File: config.mk
export PLATFORM = sky130hd
export DESIGN_NAME = yapp_pkt_tx
export DESIGN_NICKNAME = d
export VERILOG_FILES = /design/src/rtl/yapp_tx_pkg.sv /design/src/rtl/yapp_tx_buf.sv /design/src/rtl/yapp_pkt_tx.sv
export SDC_FILE = /design/constraint.sdc
export NUM_CORES = 1
export LEC_CHECK = 0
export CAP_MARGIN = 0
export CORE_UTILIZATION = 47
export DETAILED_ROUTE_END_ITERATION = 6
export PLACE_DENSITY_LB_ADDON = 0.2
export SLEW_MARGIN = 25
export SYNTH_ARGS = -nofsm -noshare
export SYNTH_HDL_FRONTEND = slang
export SYNTH_SLANG_ARGS = --single-unit
File: constraint.sdc
create_clock -name clock -period 3.4 [get_ports clock]
set_input_delay 0.68 -clock clock [delete_from_list [all_inputs] [get_ports clock]]
set_output_delay 0.68 -clock clock [all_outputs]
set_load 0.1 [all_outputs]
File: src/rtl/yapp_tx_pkg.sv
// Shared types and header helpers for the YAPP packet transmitter.
package yapp_tx_pkg;

    typedef enum logic [2:0] {
        FILL,
        CHECK,
        TX_HDR,
        TX_PAY,
        TX_PAR,
        GAP
    } tx_state_e;

    localparam int unsigned LEN_MSB = 7;
    localparam int unsigned LEN_LSB = 2;
    localparam int unsigned ADDR_W  = 2;
    localparam int unsigned LEN_W   = LEN_MSB + 1 - ADDR_W;

    function automatic logic [LEN_W-1:0] hdr_len(input logic [7:0] hdr);
        return hdr[LEN_MSB:LEN_LSB];
    endfunction

endpackage

File: src/rtl/yapp_tx_buf.sv
// Payload register file: synchronous write, combinational read.
module yapp_tx_buf #(
    parameter int unsigned DEPTH = 63,
    parameter int unsigned AW    = 6
) (
    input  logic          clock,
    input  logic          we,
    input  logic [AW-1:0] waddr,
    input  logic [7:0]    wdata,
    input  logic [AW-1:0] raddr,
    output logic [7:0]    rd_data_c
);

    logic [7:0] mem_q [DEPTH];

    always_ff @(posedge clock) begin
        if (we) begin
            mem_q[waddr] <= wdata;
        end
    end

    // Addresses past the last entry only occur on lookahead reads that are never used.
    assign rd_data_c = (32'(raddr) < DEPTH) ? mem_q[raddr] : 8'h00;

endmodule

File: src/rtl/yapp_pkt_tx.sv
// Buffers one YAPP packet from a valid/ready source, checks its length and
// replays it to the router with parity, honouring in_suspend per byte.
module yapp_pkt_tx
    import yapp_tx_pkg::*;
#(
    parameter int unsigned MAX_LEN = 63,
    parameter int unsigned IPG     = 1
) (
    input  logic       clock,
    input  logic       reset,
    input  logic [7:0] s_data,
    input  logic       s_valid,
    input  logic       s_last,
    output logic       s_ready,
    input  logic       bad_parity,
    output logic [7:0] in_data,
    output logic       in_data_vld,
    input  logic       in_suspend,
    output logic       pkt_sent,
    output logic       len_err,
    output logic       busy
);

    localparam int unsigned AW    = $clog2(MAX_LEN);
    localparam int unsigned CNT_W = $clog2(MAX_LEN + 1);
    localparam int unsigned GAP_W = 4;

    tx_state_e        state_q, state_d;
    logic [7:0]       hdr_q, hdr_d;
    logic             badpar_q, badpar_d;
    logic [7:0]       parity_q, parity_d;
    logic [CNT_W-1:0] count_q, count_d;
    logic             ovf_q, ovf_d;
    logic             hdr_seen_q, hdr_seen_d;
    logic [AW-1:0]    idx_q, idx_d;
    logic [GAP_W-1:0] gap_q, gap_d;
    logic             s_ready_q, s_ready_d;
    logic [7:0]       in_data_q, in_data_d;
    logic             vld_q, vld_d;
    logic             pkt_sent_q, pkt_sent_d;
    logic             len_err_q, len_err_d;
    logic             busy_q, busy_d;

    logic             buf_we;
    logic [AW-1:0]    buf_waddr;
    logic [AW-1:0]    buf_raddr;
    logic [7:0]       buf_rdata;
    logic [LEN_W-1:0] len_c;
    logic [7:0]       par_out_c;
    logic             last_pay_c;
    logic             drop_c;

    yapp_tx_buf #(
        .DEPTH (MAX_LEN),
        .AW    (AW)
    ) u_buf (
        .clock     (clock),
        .we        (buf_we),
        .waddr     (buf_waddr),
        .wdata     (s_data),
        .raddr     (buf_raddr),
        .rd_data_c (buf_rdata)
    );

    assign len_c      = hdr_len(hdr_q);
    assign par_out_c  = badpar_q ? ~parity_q : parity_q;
    assign last_pay_c = (32'(idx_q) + 32'd1) == 32'(len_c);
    assign drop_c     = (len_c == '0) || (32'(count_q) != 32'(len_c)) || ovf_q;

    always_ff @(posedge clock or posedge reset) begin
        if (reset) begin
            state_q    <= FILL;
            hdr_q      <= 8'h00;
            badpar_q   <= 1'b0;
            parity_q   <= 8'h00;
            count_q    <= '0;
            ovf_q      <= 1'b0;
            hdr_seen_q <= 1'b0;
            idx_q      <= '0;
            gap_q      <= '0;
            s_ready_q  <= 1'b0;
            in_data_q  <= 8'h00;
            vld_q      <= 1'b0;
            pkt_sent_q <= 1'b0;
            len_err_q  <= 1'b0;
            busy_q     <= 1'b0;
        end else begin
            state_q    <= state_d;
            hdr_q      <= hdr_d;
            badpar_q   <= badpar_d;
            parity_q   <= parity_d;
            count_q    <= count_d;
            ovf_q      <= ovf_d;
            hdr_seen_q <= hdr_seen_d;
            idx_q      <= idx_d;
            gap_q      <= gap_d;
            s_ready_q  <= s_ready_d;
            in_data_q  <= in_data_d;
            vld_q      <= vld_d;
            pkt_sent_q <= pkt_sent_d;
            len_err_q  <= len_err_d;
            busy_q     <= busy_d;
        end
    end

    // Next-state and registered-output logic; bus values hold by default so
    // in_suspend simply leaves everything untouched.
    always_comb begin
        state_d    = state_q;
        hdr_d      = hdr_q;
        badpar_d   = badpar_q;
        parity_d   = parity_q;
        count_d    = count_q;
        ovf_d      = ovf_q;
        hdr_seen_d = hdr_seen_q;
        idx_d      = idx_q;
        gap_d      = gap_q;
        in_data_d  = in_data_q;
        vld_d      = vld_q;
        pkt_sent_d = 1'b0;
        len_err_d  = 1'b0;
        buf_we     = 1'b0;
        buf_waddr  = AW'(count_q);
        buf_raddr  = (state_q == TX_HDR) ? '0 : AW'(idx_q + AW'(1));

        case (state_q)
            FILL: begin
                if (s_valid && s_ready_q) begin
                    if (!hdr_seen_q) begin
                        hdr_d      = s_data;
                        badpar_d   = bad_parity;
                        parity_d   = s_data;
                        count_d    = '0;
                        ovf_d      = 1'b0;
                        hdr_seen_d = 1'b1;
                    end else if (32'(count_q) < MAX_LEN) begin
                        buf_we   = 1'b1;
                        parity_d = parity_q ^ s_data;
                        count_d  = count_q + CNT_W'(1);
                    end else begin
                        ovf_d = 1'b1;
                    end
                    if (s_last) begin
                        state_d    = CHECK;
                        hdr_seen_d = 1'b0;
                    end
                end
            end
            CHECK: begin
                if (drop_c) begin
                    len_err_d = 1'b1;
                    state_d   = FILL;
                end else begin
                    in_data_d = hdr_q;
                    vld_d     = 1'b1;
                    state_d   = TX_HDR;
                end
            end
            TX_HDR: begin
                if (!in_suspend) begin
                    idx_d     = '0;
                    in_data_d = buf_rdata;
                    state_d   = TX_PAY;
                end
            end
            TX_PAY: begin
                if (!in_suspend) begin
                    if (last_pay_c) begin
                        in_data_d = par_out_c;
                        state_d   = TX_PAR;
                    end else begin
                        idx_d     = idx_q + AW'(1);
                        in_data_d = buf_rdata;
                    end
                end
            end
            TX_PAR: begin
                if (!in_suspend) begin
                    pkt_sent_d = 1'b1;
                    vld_d      = 1'b0;
                    gap_d      = '0;
                    state_d    = GAP;
                end
            end
            GAP: begin
                if (32'(gap_q) == IPG - 1) begin
                    state_d = FILL;
                end else begin
                    gap_d = gap_q + GAP_W'(1);
                end
            end
            default: state_d = FILL;
        endcase

        s_ready_d = (state_d == FILL);
        busy_d    = !((state_d == FILL) && !hdr_seen_d);
    end

    assign s_ready     = s_ready_q;
    assign in_data     = in_data_q;
    assign in_data_vld = vld_q;
    assign pkt_sent    = pkt_sent_q;
    assign len_err     = len_err_q;
    assign busy        = busy_q;

endmodule

==> impl_metrics.json <==
{
  "outcome": "finished, final reports clean",
  "r2r-end": "in_data[3]",
  "setup-tns-final_ps": 0,
  "cp_common_cell": "buf_4",
  "synth.most_common_cell": "edfxtp_1",
  "grt_pass1_vias": 14700,
  "worstMarginPinSlew_ps": 1070,
  "final.setup_skew_ps": 13.2,
  "max_freq_mhz": 304,
  "routed_wl_mm": 66.9,
  "htree_levels": 2,
  "port_buffers": 26,
  "yosysTopAreaCell": "edfxtp_1",
  "cts.path.max_buffers": 3,
  "period_share_pct": 96.8,
  "dr.pass1.iters": 6,
  "peakVddDrop_mv": 0.425,
  "critPathLaunch": "state_q[1]",
  "vias": 15100,
  "regArea_sq_um": 16400,
  "grt_antenna_before_repair": 0,
  "critPathMaxStageDelay_ps": 580,
  "cp_max_fo": 23,
  "post_cts.repair.setup_buffers": 0,
  "r2r_slack_ps": 110,
  "multi_input_area_sq_um": 6130,
  "cp.depth": 10,
  "synth_cell_types": 74,
  "fin_nets": 1779,
  "viasPerCell": 6.23,
  "crit_chain": "nor3b_4, buf_12, nor2_4, buf_4, mux4_2, a2111oi_1, buf_4, or3_1, a211o_1, o211ai_1",
  "fin_crit_ps": 3290,
  "grt_overflow_total": 0,
  "die_h_um": 223,
  "synth_cells": 1613,
  "crit_required_ps": 3880,
  "ys_async_sr_fraction_pct": 9.19,
  "synthTopCellsByCount": "504 x edfxtp_1, 177 x nand2_1, 131 x nor2_1, 73 x a21oi_1, 57 x o21ai_0",
  "initial_utilization_pct": 47.9,
  "drc_errors": 0,
  "ys_warn_count": 0,
  "power_density_nw_per_um2": 741,
  "clk_pin_slew_ps": 60,
  "cap_violations": 0,
  "area_growth_pct": 16.9,
  "cp-start-kind": "flip-flop",
  "r2r_cells": 10,
  "hold_violations": 0,
  "path_buf_inv": 3,
  "insertion_delay_ps": 600,
  "synth.top_cell.area_share_pct": 65.7,
  "relSlewSlack_pct": 28.3,
  "drtIter0Drc": 1889,
  "synth_edf_count": 504,
  "dp_hpwl_mm": 43.6,
  "p_leak_uw": 0.00909,
  "seq_area_frac_synth_pct": 71.3,
  "row_count": 80,
  "grt_start_max_net_pins": 50,
  "ys_ff_latch": 555,
  "drtAntennaViolNets": 0,
  "synth_fp_nets": 1631,
  "slowest_stage": "mux4_2",
  "arrival_ps": 3770,
  "synth_ff_type": "edfxtp_1",
  "synth.area.top_cells": "edfxtp_1 66%, dfrtp_1 5.5%, nand2_1 2.9%",
  "rr_startpoint": "state_q[1]",
  "track_usage_pct": 27.3,
  "die_w_um": 223,
  "slew_violations": 0,
  "finalSetupViolations": 0,
  "clkSinkCount": 555,
  "fp.coreArea_sq_um": 48000,
  "cp-endpoint": "in_data[3]",
  "root_buffer": "clkbuf_16",
  "ios": 27,
  "place.gp.congestion": 0.956,
  "holdWs_ps": 467,
  "cts_buffers": 57,
  "dieArea_sq_um": 49900,
  "rsz0062_at_grt": "no",
  "end_kind": "flip-flop",
  "syn_avg_cell_area_sq_um": 14.3,
  "grt_first_pass_wirelength_mm": 98.8,
  "layout-drive-gt1-share_pct": 18.5,
  "cts_tree": "yes",
  "syn-cell-area_sq_um": 23000,
  "fill_cells": 3877,
  "diodes": 0,
  "path_class": "flip-flop to flip-flop",
  "hold_class": "input pin to async pin",
  "cpLargestDelayFamily": "compound AO/OA/AOI/OAI gates",
  "wl_per_cell_um": 27.6
}
-- flip-flops by register name (all words and copies together) (netlist names) --
signal and flops:
gap_q 4, state_q 3, ovf_q 1, s_ready 1, badpar_q 1, idx_q 6
in_data 8, busy 1, len_err 1, u_buf.mem_q 504, buf_waddr 6, hdr_seen_q 1
hdr_q 8, pkt_sent 1, parity_q 8, in_data_vld 1
-- layout by cell type, fill, tap and decap left out, drive strengths merged, types with 24 or more instances in the layout --
master and count:
edfxtp 504, buf 189, nand2 178, nor2 131
a21oi 74, clkbuf 64, o21ai 58, nand3 55
dfrtp 51, mux2i 50, a31oi 28, clkinv 27
o211ai 24, o22ai 24
-- worst min-delay path by stage --
stage,endpoint,slack [ps],depth (start not counted),from
floorplan,hdr_q[0],450,2,hdr_q[0]
global placement,hdr_q[0],460,2,hdr_q[0]
detailed placement,hdr_q[1],480,2,hdr_q[1]
CTS,s_ready,470,2,reset
global route,s_ready,510,2,reset
finish,s_ready,470,2,reset
-- cell type report --
cell class	count	share of cell area (%)
Inverter	8	0.112
Tap cell	615	2.86
Multi-Input combinational cell	942	22.8
Clock buffer	64	5.56
Clock inverter	42	1.62
Timing Repair Buffer	197	6.05
Sequential cell	555	61.0
-- kinds of logic (layout without fill, tap and decap cells) --
family                     count (synthesis)  in the layout  share of synthesized area (%)
AOI/OAI and AO/OA                        370            370                           11.2
xor gates and xnor gates                  31             31                           1.42
adders and majority gates                  4              4                          0.217
buffers and inverters                    116            311                           2.34
DFF                                      555            555                           71.3
muxes                                     85             85                           4.82
and+or+nand+nor                          452            452                           8.75
-- routing by layer --
layer / GRT usage (%) / share of wire, % / vias to the layer above
li1: - / - / 6592
met1: 37.8 / 41 / 7611
met2: 43.1 / 47 / 759
met3: 5.16 / 8.6 / 138
met4: 10.1 / 3.6 / 0
met5: 0 / 0 / -
-- stage by stage --
stage               worst slack (ps)  instance area (sq um)  power [uW]  cells  utilization [%]
finish                           107                  26900       19900   2423             56.0
global route                    10.5                  26900       20600   2423             56.0
CTS                             43.0                  26900       19900   2423             56.0
detailed placement              65.3                  25000       13500   2317             52.0
global placement                27.2                  25000       13500   2317             52.0
floorplan                        483                  23000       11400   1613                -
-- report_power, final --
part / internal, uW / total [uW] / switching (uW)
Sequential: 7730 / 8080 / 350
Combinational: 1790 / 5420 / 3630
Clock: 3830 / 6430 / 2600
-- timing repair --
item,in CTS,in global routing
setup endpoints to repair,0,2
gates resized for setup,0,3
hold buffers,0,0
Power figures use the tool's default switching activity.
